--- src/rtl/uart_rx_pkg.sv ---
// Shared types and constants for the UART RX controller.
`timescale 1ns/1ps
package uart_rx_pkg;

  typedef enum logic [2:0] {
    IDLE      = 3'd0,
    START     = 3'd1,
    DATA      = 3'd2,
    PARITY    = 3'd3,
    STOP      = 3'd4,
    WAIT_IDLE = 3'd5
  } state_t;

  localparam logic PAR_EVEN = 1'b0;
  localparam logic PAR_ODD  = 1'b1;

  localparam int unsigned PRESC_8  = 8;
  localparam int unsigned PRESC_16 = 16;
  localparam int unsigned PRESC_32 = 32;

  // Anything other than a supported ratio within the build maximum falls back to 8.
  function automatic int unsigned legal_prescale(input int unsigned p, input int unsigned p_max);
    if ((p == PRESC_8 || p == PRESC_16 || p == PRESC_32) && p <= p_max) return p;
    return PRESC_8;
  endfunction

endpackage

--- src/rtl/uart_rx_edge_bit_cnt.sv ---
// Oversampling edge counter and bit counter; clear has priority over enable.
`timescale 1ns/1ps
module uart_rx_edge_bit_cnt
  import uart_rx_pkg::*;
#(
  parameter int unsigned PRESCALE   = 32,
  parameter int unsigned BYTE_WIDTH = 8
) (
  input  logic                                i_clk,
  input  logic                                i_rst_n,
  input  logic                                en,
  input  logic                                clr,
  input  logic [$clog2(PRESCALE):0]           prescale,
  output logic [$clog2(PRESCALE)-1:0]         edge_cnt,
  output logic [$clog2(BYTE_WIDTH):0]         bit_cnt,
  output logic                                bit_done_c
);

  localparam int unsigned CW  = $clog2(PRESCALE);
  localparam int unsigned PW  = CW + 1;
  localparam int unsigned BCW = $clog2(BYTE_WIDTH) + 1;

  assign bit_done_c = en && ({1'b0, edge_cnt} == prescale - PW'(1));

  always_ff @(posedge i_clk or negedge i_rst_n) begin
    if (!i_rst_n) begin
      edge_cnt <= '0;
      bit_cnt  <= '0;
    end else if (clr) begin
      edge_cnt <= '0;
      bit_cnt  <= '0;
    end else if (en) begin
      if (bit_done_c) begin
        edge_cnt <= '0;
        bit_cnt  <= bit_cnt + BCW'(1);
      end else begin
        edge_cnt <= edge_cnt + CW'(1);
      end
    end
  end

endmodule

--- src/rtl/uart_rx_ctrl.sv ---
// UART receive controller: start detect, mid-bit majority vote, frame sequencing.
// Break detection with a WAIT_IDLE recovery state is built when UART_RX_BREAK_DET_EN is defined.
`timescale 1ns/1ps
module uart_rx_ctrl
  import uart_rx_pkg::*;
#(
  parameter int unsigned PRESCALE   = 32,
  parameter int unsigned BYTE_WIDTH = 8
) (
  input  logic                          i_clk,
  input  logic                          i_rst_n,
  input  logic                          i_rx_in,
  input  logic [$clog2(PRESCALE):0]     i_prescale,
  input  logic                          i_par_en,
  input  logic                          i_par_typ,
  output logic [BYTE_WIDTH-1:0]         o_data,
  output logic                          o_data_valid,
  output logic                          o_par_err,
  output logic                          o_stop_err,
  output logic                          o_break,
  output logic                          o_busy
);

  localparam int unsigned CW  = $clog2(PRESCALE);
  localparam int unsigned PW  = CW + 1;
  localparam int unsigned BCW = $clog2(BYTE_WIDTH) + 1;

  state_t                state, state_nxt;
  logic [PW-1:0]         p_lat;
  logic                  par_en_lat, par_typ_lat;
  logic [CW-1:0]         edge_cnt;
  logic [BCW-1:0]        bit_cnt;
  logic                  bit_done_c, cnt_en_c, cnt_clr_c, frame_start_c;
  logic [PW-1:0]         edge_ext, half;
  logic [2:0]            smp;
  logic                  maj;
  logic [BYTE_WIDTH-1:0] shreg;
  logic                  par_fail;
  logic                  data_valid_c, par_err_c, stop_err_c;
`ifdef UART_RX_BREAK_DET_EN
  logic                  par_zero;
  logic                  is_break_c, break_c;
`endif

  assign edge_ext      = {1'b0, edge_cnt};
  assign half          = p_lat >> 1;
  assign cnt_en_c      = (state != IDLE);
  assign frame_start_c = (state_nxt == START) && (state != START);
`ifdef UART_RX_BREAK_DET_EN
  // In WAIT_IDLE the edge counter measures the current run of idle-high cycles.
  assign cnt_clr_c  = (state_nxt != state) || (state == WAIT_IDLE && !i_rx_in);
  assign is_break_c = (shreg == '0) && par_zero && !maj;
`else
  assign cnt_clr_c  = (state_nxt != state);
`endif

  uart_rx_edge_bit_cnt #(
    .PRESCALE   (PRESCALE),
    .BYTE_WIDTH (BYTE_WIDTH)
  ) u_cnt (
    .i_clk      (i_clk),
    .i_rst_n    (i_rst_n),
    .en         (cnt_en_c),
    .clr        (cnt_clr_c),
    .prescale   (p_lat),
    .edge_cnt   (edge_cnt),
    .bit_cnt    (bit_cnt),
    .bit_done_c (bit_done_c)
  );

  always_ff @(posedge i_clk or negedge i_rst_n) begin
    if (!i_rst_n) state <= IDLE;
    else          state <= state_nxt;
  end

  always_comb begin
    state_nxt = state;
    case (state)
      IDLE:   if (!i_rx_in) state_nxt = START;
      START:  if (bit_done_c) state_nxt = maj ? IDLE : DATA;
      DATA:   if (bit_done_c && bit_cnt == BCW'(BYTE_WIDTH - 1))
                state_nxt = par_en_lat ? PARITY : STOP;
      PARITY: if (bit_done_c) state_nxt = STOP;
      STOP: begin
        if (bit_done_c) begin
`ifdef UART_RX_BREAK_DET_EN
          if (is_break_c)    state_nxt = WAIT_IDLE;
          else
`endif
          state_nxt = i_rx_in ? IDLE : START;
        end
      end
`ifdef UART_RX_BREAK_DET_EN
      WAIT_IDLE: if (bit_done_c && i_rx_in) state_nxt = IDLE;
`endif
      default: state_nxt = IDLE;
    endcase
  end

  // Frame verdict, decided on the stop bit's completion cycle.
  always_comb begin
    data_valid_c = 1'b0;
    par_err_c    = 1'b0;
    stop_err_c   = 1'b0;
`ifdef UART_RX_BREAK_DET_EN
    break_c      = 1'b0;
`endif
    if (state == STOP && bit_done_c) begin
`ifdef UART_RX_BREAK_DET_EN
      if (is_break_c) begin
        break_c = 1'b1;
      end else
`endif
      if (maj) begin
        data_valid_c = !par_fail;
        par_err_c    = par_fail;
      end else begin
        stop_err_c   = 1'b1;
        par_err_c    = par_fail;
      end
    end
  end

  always_ff @(posedge i_clk or negedge i_rst_n) begin
    if (!i_rst_n) begin
      p_lat       <= PW'(PRESC_8);
      par_en_lat  <= 1'b0;
      par_typ_lat <= 1'b0;
      smp         <= '0;
      maj         <= 1'b0;
      shreg       <= '0;
      par_fail    <= 1'b0;
`ifdef UART_RX_BREAK_DET_EN
      par_zero    <= 1'b0;
`endif
    end else begin
      if (frame_start_c) begin
        p_lat       <= PW'(legal_prescale(32'(i_prescale), PRESCALE));
        par_en_lat  <= i_par_en;
        par_typ_lat <= i_par_typ;
        par_fail    <= 1'b0;
`ifdef UART_RX_BREAK_DET_EN
        par_zero    <= 1'b1;
`endif
      end
      // Three samples straddling mid-bit, voted one count later.
      if (cnt_en_c) begin
        if (edge_ext == half - PW'(2))      smp[0] <= i_rx_in;
        else if (edge_ext == half - PW'(1)) smp[1] <= i_rx_in;
        else if (edge_ext == half)          smp[2] <= i_rx_in;
        else if (edge_ext == half + PW'(1))
          maj <= (smp[0] & smp[1]) | (smp[0] & smp[2]) | (smp[1] & smp[2]);
      end
      if (state == DATA && bit_done_c)
        shreg <= {maj, shreg[BYTE_WIDTH-1:1]};
      if (state == PARITY && bit_done_c) begin
        par_fail <= maj != ((^shreg) ^ (par_typ_lat == PAR_ODD));
`ifdef UART_RX_BREAK_DET_EN
        par_zero <= !maj;
`endif
      end
    end
  end

  always_ff @(posedge i_clk or negedge i_rst_n) begin
    if (!i_rst_n) begin
      o_data       <= '0;
      o_data_valid <= 1'b0;
      o_par_err    <= 1'b0;
      o_stop_err   <= 1'b0;
      o_busy       <= 1'b0;
    end else begin
      if (data_valid_c) o_data <= shreg;
      o_data_valid <= data_valid_c;
      o_par_err    <= par_err_c;
      o_stop_err   <= stop_err_c;
      o_busy       <= (state != IDLE);
    end
  end

`ifdef UART_RX_BREAK_DET_EN
  always_ff @(posedge i_clk or negedge i_rst_n) begin
    if (!i_rst_n) o_break <= 1'b0;
    else          o_break <= break_c;
  end
`else
  assign o_break = 1'b0;
`endif

endmodule

--- config.mk ---
export PLATFORM = sky130hd
export DESIGN_NAME = uart_rx_ctrl
export DESIGN_NICKNAME = d
export VERILOG_FILES = /design/src/rtl/uart_rx_pkg.sv /design/src/rtl/uart_rx_edge_bit_cnt.sv /design/src/rtl/uart_rx_ctrl.sv
export SDC_FILE = /design/constraint.sdc
export NUM_CORES = 1
export LEC_CHECK = 0
export CORE_UTILIZATION = 52
export CTS_CLUSTER_SIZE = 14
export DETAILED_ROUTE_END_ITERATION = 16
export PLACE_DENSITY = 0.76
export SYNTH_ARGS = -nofsm -noshare
export SYNTH_HDL_FRONTEND = slang
export SYNTH_SLANG_ARGS = --single-unit
--- constraint.sdc ---
create_clock -name i_clk -period 2.8 [get_ports i_clk]
set_input_delay 0.42 -clock i_clk [delete_from_list [all_inputs] [get_ports i_clk]]
set_output_delay 0.42 -clock i_clk [all_outputs]
set_load 0.02 [all_outputs]
---- Yosys cells after proc, flatten, opt, wreduce, memory -nomap -nowiden ----
Index checks and enable logic that the tools add are counted.
W data, S select, Z words.
cells by class
  add/sub/neg operators ................... 6
  magnitude comparators ................... 1
  equality and inequality tests ........... 17
  muxes and demuxes ....................... 26
  bitwise gates (word level) .............. 9
  reduce and logical (&&, ||, !) cells .... 21
operators by type and width
  kind                   count
  $eq A5 B6 Y1           4
  $mux W3                6
  $mux W5                3
  $pmux W3 S5            1
  $mux W4                3
  $mux W6                2
  $mux W1                10
  $reduce_xor A8 Y1      1
  $logic_and A1 B1 Y1    7
  $add A5 B1 Y6 const B  1
  $eq A3 B1 Y1 const B   2
  $eq A3 B2 Y1 const B   2
  $eq A6 B4 Y1 const B   1
  $eq A6 B5 Y1 const B   1
  $eq A6 B6 Y1 const B   1
  $le A6 B6 Y1 const B   1
  $reduce_bool A2 Y1     3
  $sub A5 B1 Y6 const B  1
  $sub A5 B2 Y6 const B  1
  $sub A6 B1 Y6 const B  1
  $add A5 B1 Y5 const B  1
  $eq A5 B5 Y1           1
  $reduce_and A5 Y1      1
  $add A4 B1 Y4 const B  1
  17 further kinds       24
word-level totals
  register bits after elaboration ......... 45
  input bits .............................. 11
  output and inout bits ................... 13
  word-level logic and storage cells ...... 97

---- Depth between registers and ports, before layout ----
  depth after elaboration ................. 10
  depth in mapped cells ................... 10
  depth with buffers taken out ............ 8

---- By module ----
A second synthesis with hierarchy kept.
second synthesis, totals
  cell total of the unflattened synthesis .. 250
  area, all modules ....................... 2657.5 um^2
by module, submodules not included
  module                times used  cells an instance  area each (um^2)  sequential area each (um^2)
  uart_rx_ctrl          1           181                1998.2            902.1
  uart_rx_edge_bit_cnt  1           69                 659.4             225.2

---- Least setup slack after synthesis ----
OpenSTA, ideal clock, no wires.
  kind .................................... register -> register
  start ................................... register p_lat[3]
  end ..................................... register o_data[0]
  setup time .............................. 0.125 ns
  arrival time ............................ 2.603 ns
  data required time ...................... 2.675 ns
  slack ................................... 0.073 ns
  cell stages (with the launch flop) ...... 10
  path buffers ............................ 1
  clock period less this slack ............ 2.727 ns
  cells stage by stage .................... dfstp_2 -> buf_2 -> inv_1 -> ha_1 -> nor2b_1 -> or3_4 -> a21oi_4 -> nand3_2 -> nor4b_4 -> mux2_2
on the way
  cells in the longest elaborated chain, start to end .. 5
ends and longest elaborated chain
  what                      line                        source
  start: declaration        uart_rx_ctrl.sv:29          logic [PW-1:0] p_lat;
  start signal: assignment  uart_rx_ctrl.sv:126         p_lat <= PW'(PRESC_8);
  start signal: assignment  uart_rx_ctrl.sv:138         p_lat <= PW'(legal_prescale(32'(i_prescale), PRESCALE));
  $sub A6 B1 Y6             uart_rx_edge_bit_cnt.sv:23  assign bit_done_c = en && ({1'b0, edge_cnt} == prescale - PW'(1));
  $eq A5 B6 Y1              uart_rx_edge_bit_cnt.sv:23
  $logic_and A1 B1 Y1       uart_rx_edge_bit_cnt.sv:23
  $logic_and A1 B1 Y1       uart_rx_ctrl.sv:108         if (state == STOP && bit_done_c) begin
  $mux W1                   uart_rx_ctrl.sv:108
  named net data_valid_c    uart_rx_ctrl.sv:39          logic data_valid_c, par_err_c, stop_err_c;
  end signal: assignment    uart_rx_ctrl.sv:173         if (data_valid_c) o_data <= shreg;
  end: declaration          uart_rx_ctrl.sv:16          output logic [BYTE_WIDTH-1:0] o_data,
The timed path passes the listed nets, and every way through them passes these cells.
A chain may end at the register's enable or synchronous reset.

---- Final worst setup path ----
Same ends and word-level chain as after synthesis.

==> impl_metrics.csv <==
group,metric,value,unit
clock_tree,cts_buffers,5,
final_layout,area_growth,19.4,%
die,die_y,73.2,um
global_route,grt-ovfl-total,0,
final_layout,fin_nets,306,
yosys,async_reset_ff_share,100,%
die,rows,25,
global_route,antenna_found_initial,0,
timing,drv_slew,0,
critical_path,cp.arrival,2.81,ns
clock_tree,clock_sinks,45,
timing,period_needed,2.62,ns
yosys,seq_area_frac_synth,42.8,%
global_route,grt_max_degree,46,
timing,fin_crit_sh,93.5,%
pwr,leakage,1.35,nW
yosys,synth_area,2640,um^2
yosys,synth_edf_count,0,
critical_path,critPathCaptureType,"flip-flop",
routing,wl,5.37,mm
timing,grt_setup_unrepaired,"false",
global_route,track_usage,22.7,%
routing,first_pass_iters,4,
routing,ant_nets,0,
final_layout,n_antenna_cell,0,
timing,setup_viol,0,
timing,hold_viol,0,
timing,fin_tns_setup,0,ns
routing,wl_per_cell,15.2,um
global_route,grt_pass1_wl,9.18,mm
die,core,4790,um^2
yosys,ys_seq_elements,45,
yosys,yosysWarnings,0,
yosys,syn_inst,251,
worst_hold_path,hp-class,"in2async",
clock_tree,cts_tree,"done",
pwr,cellPowerDensity,783,nW/um^2
placement,dp.final_hpwl,3.90,mm
critical_path,crit_path_start_kind,"flip-flop",
flow_run,max_cap_viol_count,0,
clock_tree,clk_pin_slew,0.09,ns
final_layout,instances_no_fill,354,
placement,numPortBuffers,22,
placement,post_dp_cell_area,3000,um^2
yosys,synth.distinct_cells,52,
critical_path,required,2.99,ns
routing,detail_route.iter0.violations,81,
status,outcome,"complete, no violations",
placement,place.gp.congestion,0.902,
final_layout,drive_gt1_share,20.9,%
critical_path,cp_max_fo,9,
clock_tree,root_buffer,"clkbuf_8",
yosys,synth_fp_nets,271,
timing,worst_pin_slew,1.01,ns
clock_tree,clk_latency,0.31,ns
final_layout,layout_common_cells,"dfrtp_1 (44), xnor2_1 (28), mux2_2 (24)",
die,io_pins,24,
die,fp.dieW,73.2,um
timing,slew-limit-headroom,32.6,%
pwr,ir_worst_vdd,0.000515,V
clock_tree,htree_num_levels,2,
clock_tree,cts_hold_buf,0,
global_route,grt_pass1_vias,1951,
routing,viasPerCell,5.51,
die,die-area,5360,um^2
final_layout,final_common_cell,"dfrtp_1",
final_layout,fillers,383,
yosys,dominantRegCellSynth,"dfrtp_1",
routing,num_vias,1952,
die,start_util,55.1,%
timing,max_clock_freq,382,MHz
routing,drc,0,
final_layout,stdcell_area,3150,um^2
yosys,avgSynthCellArea,10.5,um^2
timing,fin_skew,0.0171,ns
clock_tree,clockBufferDepth,2,
placement,dp_cells,345,
critical_path,timing_worst_setup_path_type,"reg2reg",
[power by group]
group / total [mW] / leakage [nW] / switching (mW) / internal [mW]
clock network: 0.517 / 0.0603 / 0.243 / 0.274
logic: 1.02 / 0.696 / 0.538 / 0.480
registers: 0.929 / 0.594 / 0.157 / 0.772
total: 2.46 / 1.35 / 0.938 / 1.53
[registers in the layout, indices dropped and copies added, names as in the netlist]
signal,flops
o_stop_err,1
o_data_valid,1
p_lat,6
state,3
shreg,8
o_busy,1
u_cnt.edge_cnt,5
smp,3
o_data,8
par_en_lat,1
u_cnt.bit_cnt,4
maj,1
o_par_err,1
par_typ_lat,1
par_fail,1
[cell families (layout without fill, tap and decap cells)]
group,Yosys count,after routing,share of synthesized area [%]
AO/OA/AOI/OAI,41,41,11.1
flip-flops,45,45,42.8
XOR/XNOR,34,34,11.3
adder cells (fa/ha/maj),10,10,4.65
AND/OR/NAND/NOR,72,72,15.4
buffers and inverters,21,57,3.23
other,1,1,0.142
multiplexers,27,27,11.4
[through the flow]
step / utilization (%) / setup WS [ns] / hold WS, ns / power, mW
global route: 65.7 / 0.00584 / 0.371 / 2.64
global placement: 62.7 / 0.165 / 0.478 / 1.89
detailed placement: 62.7 / 0.141 / 0.481 / 1.93
finish: 65.7 / 0.183 / 0.273 / 2.46
CTS: 65.2 / 0.108 / 0.307 / 2.45
floorplan: - / 0.0725 / 0.124 / 1.64
[final cells by class]
class,instances,area (um^2),share of cell area [%]
Multi-Input combinational cell,185,1440,45.7
Sequential cell,45,1130,35.8
Timing Repair Buffer,38,335,10.7
Tap cell,67,83.8,2.67
Clock buffer,5,68.8,2.19
Clock inverter,3,50.0,1.59
Inverter,11,41.3,1.31
[worst max-delay path, stage by stage, from the launching register on]
cell	delay (ns)
dfstp_2	0.54
inv_1	0.08
ha_1	0.20
nor2b_1	0.14
or3_4	0.35
a21oi_4	0.21
nand3_2	0.15
nor4b_4	0.28
buf_4	0.21
mux2_2	0.34
[Yosys cell counts, types with 2 or more instances]
cell type | instances | area, um^2
a211oi_1 | 2 | 15.0
a21boi_0 | 2 | 15.0
a21oi_1 | 12 | 60.1
a22oi_1 | 2 | 15.0
a32oi_1 | 2 | 17.5
and2_1 | 5 | 31.3
and3_1 | 4 | 25.0
buf_2 | 2 | 10.0
clkbuf_1 | 7 | 26.3
dfrtp_1 | 44 | 1100
ha_1 | 9 | 113
inv_1 | 11 | 41.3
mux2_2 | 24 | 270
mux2i_1 | 2 | 20.0
nand2_1 | 17 | 63.8
nand2b_1 | 2 | 12.5
nand3_1 | 11 | 55.1
nand4_1 | 4 | 25.0
nor2_1 | 9 | 33.8
nor3_1 | 3 | 15.0
nor3b_1 | 3 | 22.5
o21ai_0 | 7 | 35.0
or3_1 | 3 | 18.8
or4_1 | 4 | 30.0
xnor2_1 | 28 | 245
xor2_1 | 6 | 52.6
[metal layers]
layer,vias up,share of wire (%),GRT usage [%]
li1,955,-,-
met1,954,48,30.0
met3,8,3.3,4.28
met4,0,1.3,6.97
met2,35,48,37.7
met5,-,0,0
[final timing paths]
path,endpoint,cells after the start,startpoint,slack [ns]
setup / recovery,o_data[0],9,p_lat[3],0.18
hold / removal,u_cnt.edge_cnt[2],1,i_rst_n,0.27
setup reg to reg,o_data[0],9,p_lat[3],0.18
hold reg to reg,o_data[6],1,o_data[6],0.51
max in group asynchronous,o_data_valid,1,i_rst_n,1.90
min in group i_clk,o_data[6],1,o_data[6],0.51
[repair_timing]
item	CTS	global route
setup buffers	0	1
endpoints found under the setup margin	0	18
resized for setup	0	4
Note: power is estimated with default switching activity, not from simulation.
